## config.mk

```make
export PLATFORM = sky130hd
export DESIGN_NAME = hazard_unit_flat
export DESIGN_NICKNAME = d
export VERILOG_FILES = /design/src/rtl/hazard_unit_if.sv /design/src/rtl/hazard_unit.sv /design/src/flat_wrapper.sv
export SDC_FILE = /design/constraint.sdc
export NUM_CORES = 1
export LEC_CHECK = 0
export ABC_AREA = 1
export BUFFER_PORTS_ARGS = -buffer_cell sky130_fd_sc_hd__buf_4
export CAP_MARGIN = 20
export CORE_MARGIN = 4
export CORE_UTILIZATION = 60
export CTS_CLUSTER_DIAMETER = 100
export CTS_CLUSTER_SIZE = 40
export DETAILED_ROUTE_END_ITERATION = 12
export PLACE_DENSITY_LB_ADDON = 0.15
export SYNTH_ARGS = -nofsm -noshare
export SYNTH_HDL_FRONTEND = slang
export SYNTH_SLANG_ARGS = --single-unit
export TNS_END_PERCENT = 10
```

## constraint.sdc

```tcl
create_clock -name clk -period 4.06 [get_ports clk]
set_clock_uncertainty 0.1 [all_clocks]
set_input_delay 0.812 -clock clk [delete_from_list [all_inputs] [get_ports clk]]
set_output_delay 0.812 -clock clk [all_outputs]
set_load 0.02 [all_outputs]
```

## src/rtl/hazard_unit_if.sv

```systemverilog
// Hazard-unit bundle: decode-stage hazard descriptors in, stall and
// forwarding-mux selects out. The controller side drives the descriptors;
// the hazard unit drives the decisions.
interface hazard_if;
    logic [4:0] Rs_D;
    logic [4:0] Rt_D;
    logic [4:0] A3_D;
    logic [1:0] Tnew_D;
    logic [1:0] Tuse_Rs_D;
    logic [1:0] Tuse_Rt_D;
    logic       isRead_Rs;
    logic       isRead_Rt;
    logic       stall;
    logic [1:0] FwdRs_D;
    logic [1:0] FwdRt_D;
    logic [1:0] FwdRs_E;
    logic [1:0] FwdRt_E;
    logic       FwdRt_M;

    modport master (
        output Rs_D, Rt_D, A3_D, Tnew_D, Tuse_Rs_D, Tuse_Rt_D, isRead_Rs, isRead_Rt,
        input  stall, FwdRs_D, FwdRt_D, FwdRs_E, FwdRt_E, FwdRt_M
    );

    modport slave (
        input  Rs_D, Rt_D, A3_D, Tnew_D, Tuse_Rs_D, Tuse_Rt_D, isRead_Rs, isRead_Rt,
        output stall, FwdRs_D, FwdRt_D, FwdRs_E, FwdRt_E, FwdRt_M
    );
endinterface

```

## src/rtl/hazard_unit.sv

```systemverilog
// Pipeline hazard tracker for the five-stage core. Shadows the destination
// and remaining Tnew of every in-flight instruction through E/M/W and derives
// the decode stall plus the D/E/M forwarding selects from them.
module hazard_unit (
    input  logic     clk,
    input  logic     reset,
    hazard_if.slave  hz
);

    logic [4:0] A3_E_q, A3_E_d;
    logic [1:0] Tnew_E_q, Tnew_E_d;
    logic [4:0] Rs_E_q, Rs_E_d;
    logic [4:0] Rt_E_q, Rt_E_d;
    logic [4:0] A3_M_q, A3_M_d;
    logic [1:0] Tnew_M_q, Tnew_M_d;
    logic [4:0] Rt_M_q, Rt_M_d;
    logic [4:0] A3_W_q, A3_W_d;

    logic stall_rs;
    logic stall_rt;

    // One cycle of progress: remaining latency shrinks by one, never below 0.
    function automatic logic [1:0] sat_dec(input logic [1:0] x);
        return (x != 2'd0) ? (x - 2'd1) : 2'd0;
    endfunction

    // A source register must wait if a producer in E or M will not have its
    // result by the time the consumer needs it.
    function automatic logic need_stall(input logic rd, input logic [4:0] r,
                                        input logic [1:0] tuse,
                                        input logic [4:0] a3e, input logic [1:0] tne,
                                        input logic [4:0] a3m, input logic [1:0] tnm);
        return rd && (r != 5'd0) &&
               (((a3e == r) && (tne > tuse)) || ((a3m == r) && (tnm > tuse)));
    endfunction

    // Youngest ready producer wins; a not-ready younger match falls through
    // to an older ready one (the stall logic covers the unsafe cases).
    function automatic logic [1:0] fwd_d(input logic [4:0] r,
                                         input logic [4:0] a3e, input logic [1:0] tne,
                                         input logic [4:0] a3m, input logic [1:0] tnm,
                                         input logic [4:0] a3w);
        if (r == 5'd0)                      return 2'd0;
        else if ((a3e == r) && (tne == 0))  return 2'd1;
        else if ((a3m == r) && (tnm == 0))  return 2'd2;
        else if (a3w == r)                  return 2'd3;
        else                                return 2'd0;
    endfunction

    function automatic logic [1:0] fwd_e(input logic [4:0] r,
                                         input logic [4:0] a3m, input logic [1:0] tnm,
                                         input logic [4:0] a3w);
        if (r == 5'd0)                      return 2'd0;
        else if ((a3m == r) && (tnm == 0))  return 2'd2;
        else if (a3w == r)                  return 2'd3;
        else                                return 2'd0;
    endfunction

    // Stall and forwarding decisions from shadow state and the D descriptors.
    always_comb begin
        stall_rs   = need_stall(hz.isRead_Rs, hz.Rs_D, hz.Tuse_Rs_D,
                                A3_E_q, Tnew_E_q, A3_M_q, Tnew_M_q);
        stall_rt   = need_stall(hz.isRead_Rt, hz.Rt_D, hz.Tuse_Rt_D,
                                A3_E_q, Tnew_E_q, A3_M_q, Tnew_M_q);
        hz.stall   = stall_rs | stall_rt;
        hz.FwdRs_D = fwd_d(hz.Rs_D, A3_E_q, Tnew_E_q, A3_M_q, Tnew_M_q, A3_W_q);
        hz.FwdRt_D = fwd_d(hz.Rt_D, A3_E_q, Tnew_E_q, A3_M_q, Tnew_M_q, A3_W_q);
        hz.FwdRs_E = fwd_e(Rs_E_q, A3_M_q, Tnew_M_q, A3_W_q);
        hz.FwdRt_E = fwd_e(Rt_E_q, A3_M_q, Tnew_M_q, A3_W_q);
        hz.FwdRt_M = (Rt_M_q != 5'd0) && (A3_W_q == Rt_M_q);
    end

    // Next shadow contents: M and W always advance; E takes D or a bubble.
    always_comb begin
        A3_M_d   = A3_E_q;
        Tnew_M_d = sat_dec(Tnew_E_q);
        Rt_M_d   = Rt_E_q;
        A3_W_d   = A3_M_q;
        A3_E_d   = 5'd0;
        Tnew_E_d = 2'd0;
        Rs_E_d   = 5'd0;
        Rt_E_d   = 5'd0;
        if (!hz.stall) begin
            A3_E_d   = hz.A3_D;
            Tnew_E_d = sat_dec(hz.Tnew_D);
            Rs_E_d   = hz.Rs_D;
            Rt_E_d   = hz.Rt_D;
        end
    end

    // Shadow register update with synchronous active-low clear.
    always_ff @(posedge clk) begin
        if (!reset) begin
            A3_E_q   <= 5'd0;
            Tnew_E_q <= 2'd0;
            Rs_E_q   <= 5'd0;
            Rt_E_q   <= 5'd0;
            A3_M_q   <= 5'd0;
            Tnew_M_q <= 2'd0;
            Rt_M_q   <= 5'd0;
            A3_W_q   <= 5'd0;
        end else begin
            A3_E_q   <= A3_E_d;
            Tnew_E_q <= Tnew_E_d;
            Rs_E_q   <= Rs_E_d;
            Rt_E_q   <= Rt_E_d;
            A3_M_q   <= A3_M_d;
            Tnew_M_q <= Tnew_M_d;
            Rt_M_q   <= Rt_M_d;
            A3_W_q   <= A3_W_d;
        end
    end

endmodule

```

## src/flat_wrapper.sv

```systemverilog
// flat-port wrapper written by rule: the top's interface ports become plain ports
module hazard_unit_flat 
  (clk, reset, hz_Rs_D, hz_Rt_D, hz_A3_D, hz_Tnew_D, hz_Tuse_Rs_D, hz_Tuse_Rt_D, hz_isRead_Rs, hz_isRead_Rt, hz_stall, hz_FwdRs_D, hz_FwdRt_D, hz_FwdRs_E, hz_FwdRt_E, hz_FwdRt_M);
  hazard_if hz_i ();
  input  logic clk;
  input  logic reset;
  input wire logic [$bits(hz_i.Rs_D)-1:0] hz_Rs_D;
  input wire logic [$bits(hz_i.Rt_D)-1:0] hz_Rt_D;
  input wire logic [$bits(hz_i.A3_D)-1:0] hz_A3_D;
  input wire logic [$bits(hz_i.Tnew_D)-1:0] hz_Tnew_D;
  input wire logic [$bits(hz_i.Tuse_Rs_D)-1:0] hz_Tuse_Rs_D;
  input wire logic [$bits(hz_i.Tuse_Rt_D)-1:0] hz_Tuse_Rt_D;
  input wire logic [$bits(hz_i.isRead_Rs)-1:0] hz_isRead_Rs;
  input wire logic [$bits(hz_i.isRead_Rt)-1:0] hz_isRead_Rt;
  output wire logic [$bits(hz_i.stall)-1:0] hz_stall;
  output wire logic [$bits(hz_i.FwdRs_D)-1:0] hz_FwdRs_D;
  output wire logic [$bits(hz_i.FwdRt_D)-1:0] hz_FwdRt_D;
  output wire logic [$bits(hz_i.FwdRs_E)-1:0] hz_FwdRs_E;
  output wire logic [$bits(hz_i.FwdRt_E)-1:0] hz_FwdRt_E;
  output wire logic [$bits(hz_i.FwdRt_M)-1:0] hz_FwdRt_M;
  assign hz_i.Rs_D = hz_Rs_D;
  assign hz_i.Rt_D = hz_Rt_D;
  assign hz_i.A3_D = hz_A3_D;
  assign hz_i.Tnew_D = hz_Tnew_D;
  assign hz_i.Tuse_Rs_D = hz_Tuse_Rs_D;
  assign hz_i.Tuse_Rt_D = hz_Tuse_Rt_D;
  assign hz_i.isRead_Rs = hz_isRead_Rs;
  assign hz_i.isRead_Rt = hz_isRead_Rt;
  assign hz_stall = hz_i.stall;
  assign hz_FwdRs_D = hz_i.FwdRs_D;
  assign hz_FwdRt_D = hz_i.FwdRt_D;
  assign hz_FwdRs_E = hz_i.FwdRs_E;
  assign hz_FwdRt_E = hz_i.FwdRt_E;
  assign hz_FwdRt_M = hz_i.FwdRt_M;
  hazard_unit u_core (.clk(clk), .reset(reset), .hz(hz_i));
endmodule
```

==> qor_table.md <==
| Group | Metric | Value |
|:---|:---|:---|
| run status | Status | completed |
| clocking | # H-tree levels | 2 |
| global routing | Number of antenna violations at the first check in global routing | 0 |
| placed design | Post-Place Worst Slack | 1.05 ns |
| logic synthesis | Area share of the largest cell type after synthesis | 31.2% |
| logic synthesis | Register area share after synthesis | 31.2% |
| global routing | Overflow left after global routing | 0 |
| global routing | Wire length of the first global-routing pass | 8.85 mm |
| power and ir drop | Switching Share | 32.0% |
| detailed routing | DRC violation total after the first TritonRoute iteration | 130 |
| clocking | Clock Tree Root | clkbuf_4 |
| global routing | GRT Util Overall | 25.8% |
| worst setup path | Worst-path maximum fanout | 3 |
| worst setup path | Worst setup endpoint | hz_stall |
| worst setup path | Reg-to-Reg End | u_core.Rs_E_q[3] |
| detailed routing | Post-detailed-routing wire length | 5.38 mm |
| floorplan | Die Outline Area | 0.00466 mm^2 |
| sta | Minimum hold slack | 0.327 ns |
| worst setup path | R2R cell count | 9 |
| power and ir drop | Reported leakage power | 1.38 nW |
| logic synthesis | EDFF count, synth | 0 |
| clocking | Clock-pin slew of the registers on the worst-case setup and hold paths | 0.11 ns |
| floorplan | DIE HEIGHT | 68.3 um |
| sta | Slew Limit Headroom | 72.9% |
| cells and area | Synthesis-to-finish area growth | 15.0% |
| clocking | Total of cells resized after clock tree synthesis | 0 |
| floorplan | Number of placement rows | 21 |
| power and ir drop | Portion of total power attributed to sequential cells | 49.2% |
| logic synthesis | Post-synthesis async set-or-reset flop share | 0% |
| clocking | Number of buffers on the longest clock path | 2 |
| cells and area | Share of final-layout standard cells stronger than drive strength 1 | 14.7% |
| clocking | Inserted Clock Buffers | 5 |
| worst setup path | Worst Setup Start Kind | input pin |
| sta | Maximum clock frequency | 331 MHz |
| global routing | Largest net degree at the start of global routing | 18 |
| logic synthesis | Most frequently used flop master after synthesis | dfxtp_1 |
| sta | Final worst-path setup slack | 1.04 ns |
| worst setup path | Worst path most repeated cell | nand2_1 |
| placed design | IO Port Bufs | 34 |
| power and ir drop | Peak VDD IR | 0.000215 V |
| logic synthesis | Post-Syn Area per Cell | 6.52 um^2 |
| clocking | Post-CTS Repair Setup Buffers | 0 |
| sta | Pins Over Slew Limit | 0 |
| sta | Final number of hold-violating endpoints | 0 |
| worst setup path | Critical path required time | 3.15 ns |
| worst setup path | Worst setup path startpoint | hz_Tuse_Rs_D[1] |
| worst setup path | Critical path's slowest cell | ha_1 |
| detailed routing | Detailed-router iteration count before antenna repair | 5 |
| detailed routing | Post-detailed-route DRC marker count | 0 |
| floorplan | Area inside the core boundary | 0.00342 mm^2 |
| floorplan | Io pins | 35 |
| logic synthesis | Net count after synthesis | 369 |
| placed design | Last weighted congestion value of the routability-driven placer | 0.912 |
| clocking | Clock Sink Count | 34 |
| worst setup path | Flop2flop setup slack | 2.22 ns |
| worst setup path | Stage delay of the slowest cell on the critical path | 0.31 ns |
| sta | Final period demand of the worst path | 3.02 ns |
| clocking | Clock tree from TritonCTS | yes |
| logic synthesis | Count of cell types in the netlist | 27 |
| placed design | Detailed placement HPWL | 4.24 mm |
| detailed routing | Detail Route Antenna Nets | 0 |
| logic synthesis | Commonest cells post-synth | nand2_1 (80), inv_1 (69), nor2_1 (39), dfxtp_1 (34), xnor2_1 (18) |
| logic synthesis | Library cell with the largest summed area after synthesis | dfxtp_1 |
| sta | Unrepaired setup endpoints after global routing | no |
| clocking | Hold buffers post-CTS | 0 |
| logic synthesis | Gate count of the mapped netlist | 334 |
| clocking | Clock latency at the later pin of the worst-skew pair | 0.34 ns |
| floorplan | X dimension of the die | 68.3 um |
| cells and area | Nets@finish | 402 |
| detailed routing | Average wire per cell in the routed design | 13.0 um |
| worst setup path | Launch instance of the worst register-to-register path | u_core.Tnew_E_q[0] |
| worst setup path | Endpoint type of the worst setup path | output port |
| worst setup path | Series of cell instances along the critical path | buf_4, inv_1, ha_1, nand2_1, a21boi_0, nand4_1, nand2_1, nand2_2, nand2_1, buf_4 |
| worst setup path | Type of the setup path with the least slack | input pin to output port |
| logic synthesis | Number of warning messages in the yosys log | 0 |
| detailed routing | Via count | 2093 |
| min path | HP Class | flip-flop to flip-flop |
| detailed routing | Vias per inst | 5.06 |
| logic synthesis | Dominant cell by count in the synthesized netlist | nand2_1 |
| sta | Worst-Margin Slew | 0.407 ns |
| worst setup path | WP data arrival | 2.11 ns |
| cells and area | Final Util | 73.3% |
| sta | Period utilisation layout | 74.4% |
| power and ir drop | PD cells | 302 mW/mm^2 |
| logic synthesis | Largest cells by area after synthesis | dfxtp_1 (31%), nand2_1 (14%), inv_1 (12%) |
| cells and area | Antenna diode instance count | 0 |
| power and ir drop | Cell-internal power | 0.000514 W |
| power and ir drop | Clock network fraction of design power | 26.5% |
| global routing | Vias in the first global route | 1934 |
| sta | Finish-stage setup viols | 0 |
| power and ir drop | Power dissipated by switching net loads | 0.000242 W |
| logic synthesis | Flop and latch count out of synthesis | 34 |
| power and ir drop | Part of the total power dissipated in combinational logic | 24.3% |
| run | Max-cap viol count | 0 |
| sta | Setup_tns | 0 ns |
| logic synthesis | Netlist area before placement | 0.00218 mm^2 |
| floorplan | Initial standard-cell utilization of the core | 63.8% |
[metrics by stage]
step	std cells	power (W)	cell area, um^2
2_1_floorplan	334	0.000494	2180
5_1_grt	414	0.000800	2500
6_report	414	0.000756	2500
3_5_place_dp	406	0.000560	2440
4_1_cts	414	0.000755	2500
3_3_place_gp	406	0.000554	2440
[layer usage]
metal / routed length (um) / track usage [%] / vias to the layer above / share of wire, %
met5: 0 / 0 / - / 0
li1: - / - / 1083 / -
met4: 93 / 7.44 / 0 / 1.7
met3: 321 / 5.42 / 12 / 6.0
met1: 2530 / 34.5 / 929 / 47
met2: 2440 / 41.6 / 69 / 45
[area by class of cell]
cell class	count	area, um^2
Clock buffer	7	55.1
Inverter	74	278
Tap cell	46	57.6
Clock inverter	1	5.00
Fill cell	302	911
Multi-Input combinational cell	218	1170
Timing Repair Buffer	34	255
Sequential cell	34	681
[kinds of logic (layout without fill, tap and decap cells)]
kind of cell	after synthesis	in the layout	share of synthesized area, %
AND/OR/NAND/NOR	153	153	30.2
flip-flops	34	34	31.2
AO/OA/AOI/OAI	31	31	8.33
buffers and inverters	82	116	14.9
adder cells (fa/ha/maj)	10	10	5.74
XOR/XNOR	24	24	9.65
[how the worst min path moves through the flow]
stage / from / to / cells after the start
floorplan: u_core.Tnew_E_q[0] / u_core.Tnew_M_q[0] / 1
global placement: u_core.Tnew_E_q[0] / u_core.Tnew_M_q[0] / 1
detailed placement: u_core.Tnew_E_q[0] / u_core.Tnew_M_q[0] / 1
CTS: u_core.Tnew_E_q[0] / u_core.Tnew_M_q[0] / 1
global route: u_core.Tnew_E_q[0] / u_core.Tnew_M_q[0] / 1
finish: u_core.Tnew_E_q[0] / u_core.Tnew_M_q[0] / 1
[state kept, by name, indices dropped and copies added (netlist names)]
signal / count
u_core.A3_W_q: 5
u_core.Tnew_E_q: 2
u_core.Rt_E_q: 5
u_core.A3_M_q: 5
u_core.A3_E_q: 5
u_core.Tnew_M_q: 2
u_core.Rs_E_q: 5
u_core.Rt_M_q: 5
[power by group through the flow]
| stage | registers, W | logic, W | clock network, W |
|---|---|---|---|
| detailed placement | 0.000379 | 0.000182 | 0 |
| global route | 0.000374 | 0.000207 | 0.000220 |
| finish | 0.000372 | 0.000184 | 0.000200 |
| global placement | 0.000378 | 0.000176 | 0 |
| floorplan | 0.000370 | 0.000124 | 0 |
| CTS | 0.000371 | 0.000183 | 0.000202 |
[worst max-delay path: cells and delay by family]
| family | cells | cell delay [ns] |
|---|---|---|
| AO/OA/AOI/OAI | 1 | 0.30 |
| AND/OR/NAND/NOR | 5 | 0.43 |
| adder cells (fa/ha/maj) | 1 | 0.31 |
| buffers and inverters | 3 | 0.24 |
[cell usage in the layout, fill, tap and decap left out, drive strengths merged, types with 2 or more instances in the layout]
cell	instances
nand2	82
inv	74
nor2	42
buf	34
dfxtp	34
xnor2	18
a21oi	12
nand3	11
ha	10
nand4	9
o21ai	8
clkbuf	7
xor2	6
nor3	4
o22ai	4
nor3b	3
a21boi	3
o2111ai	2
or2	2
(Power assumes the default switching activity.)
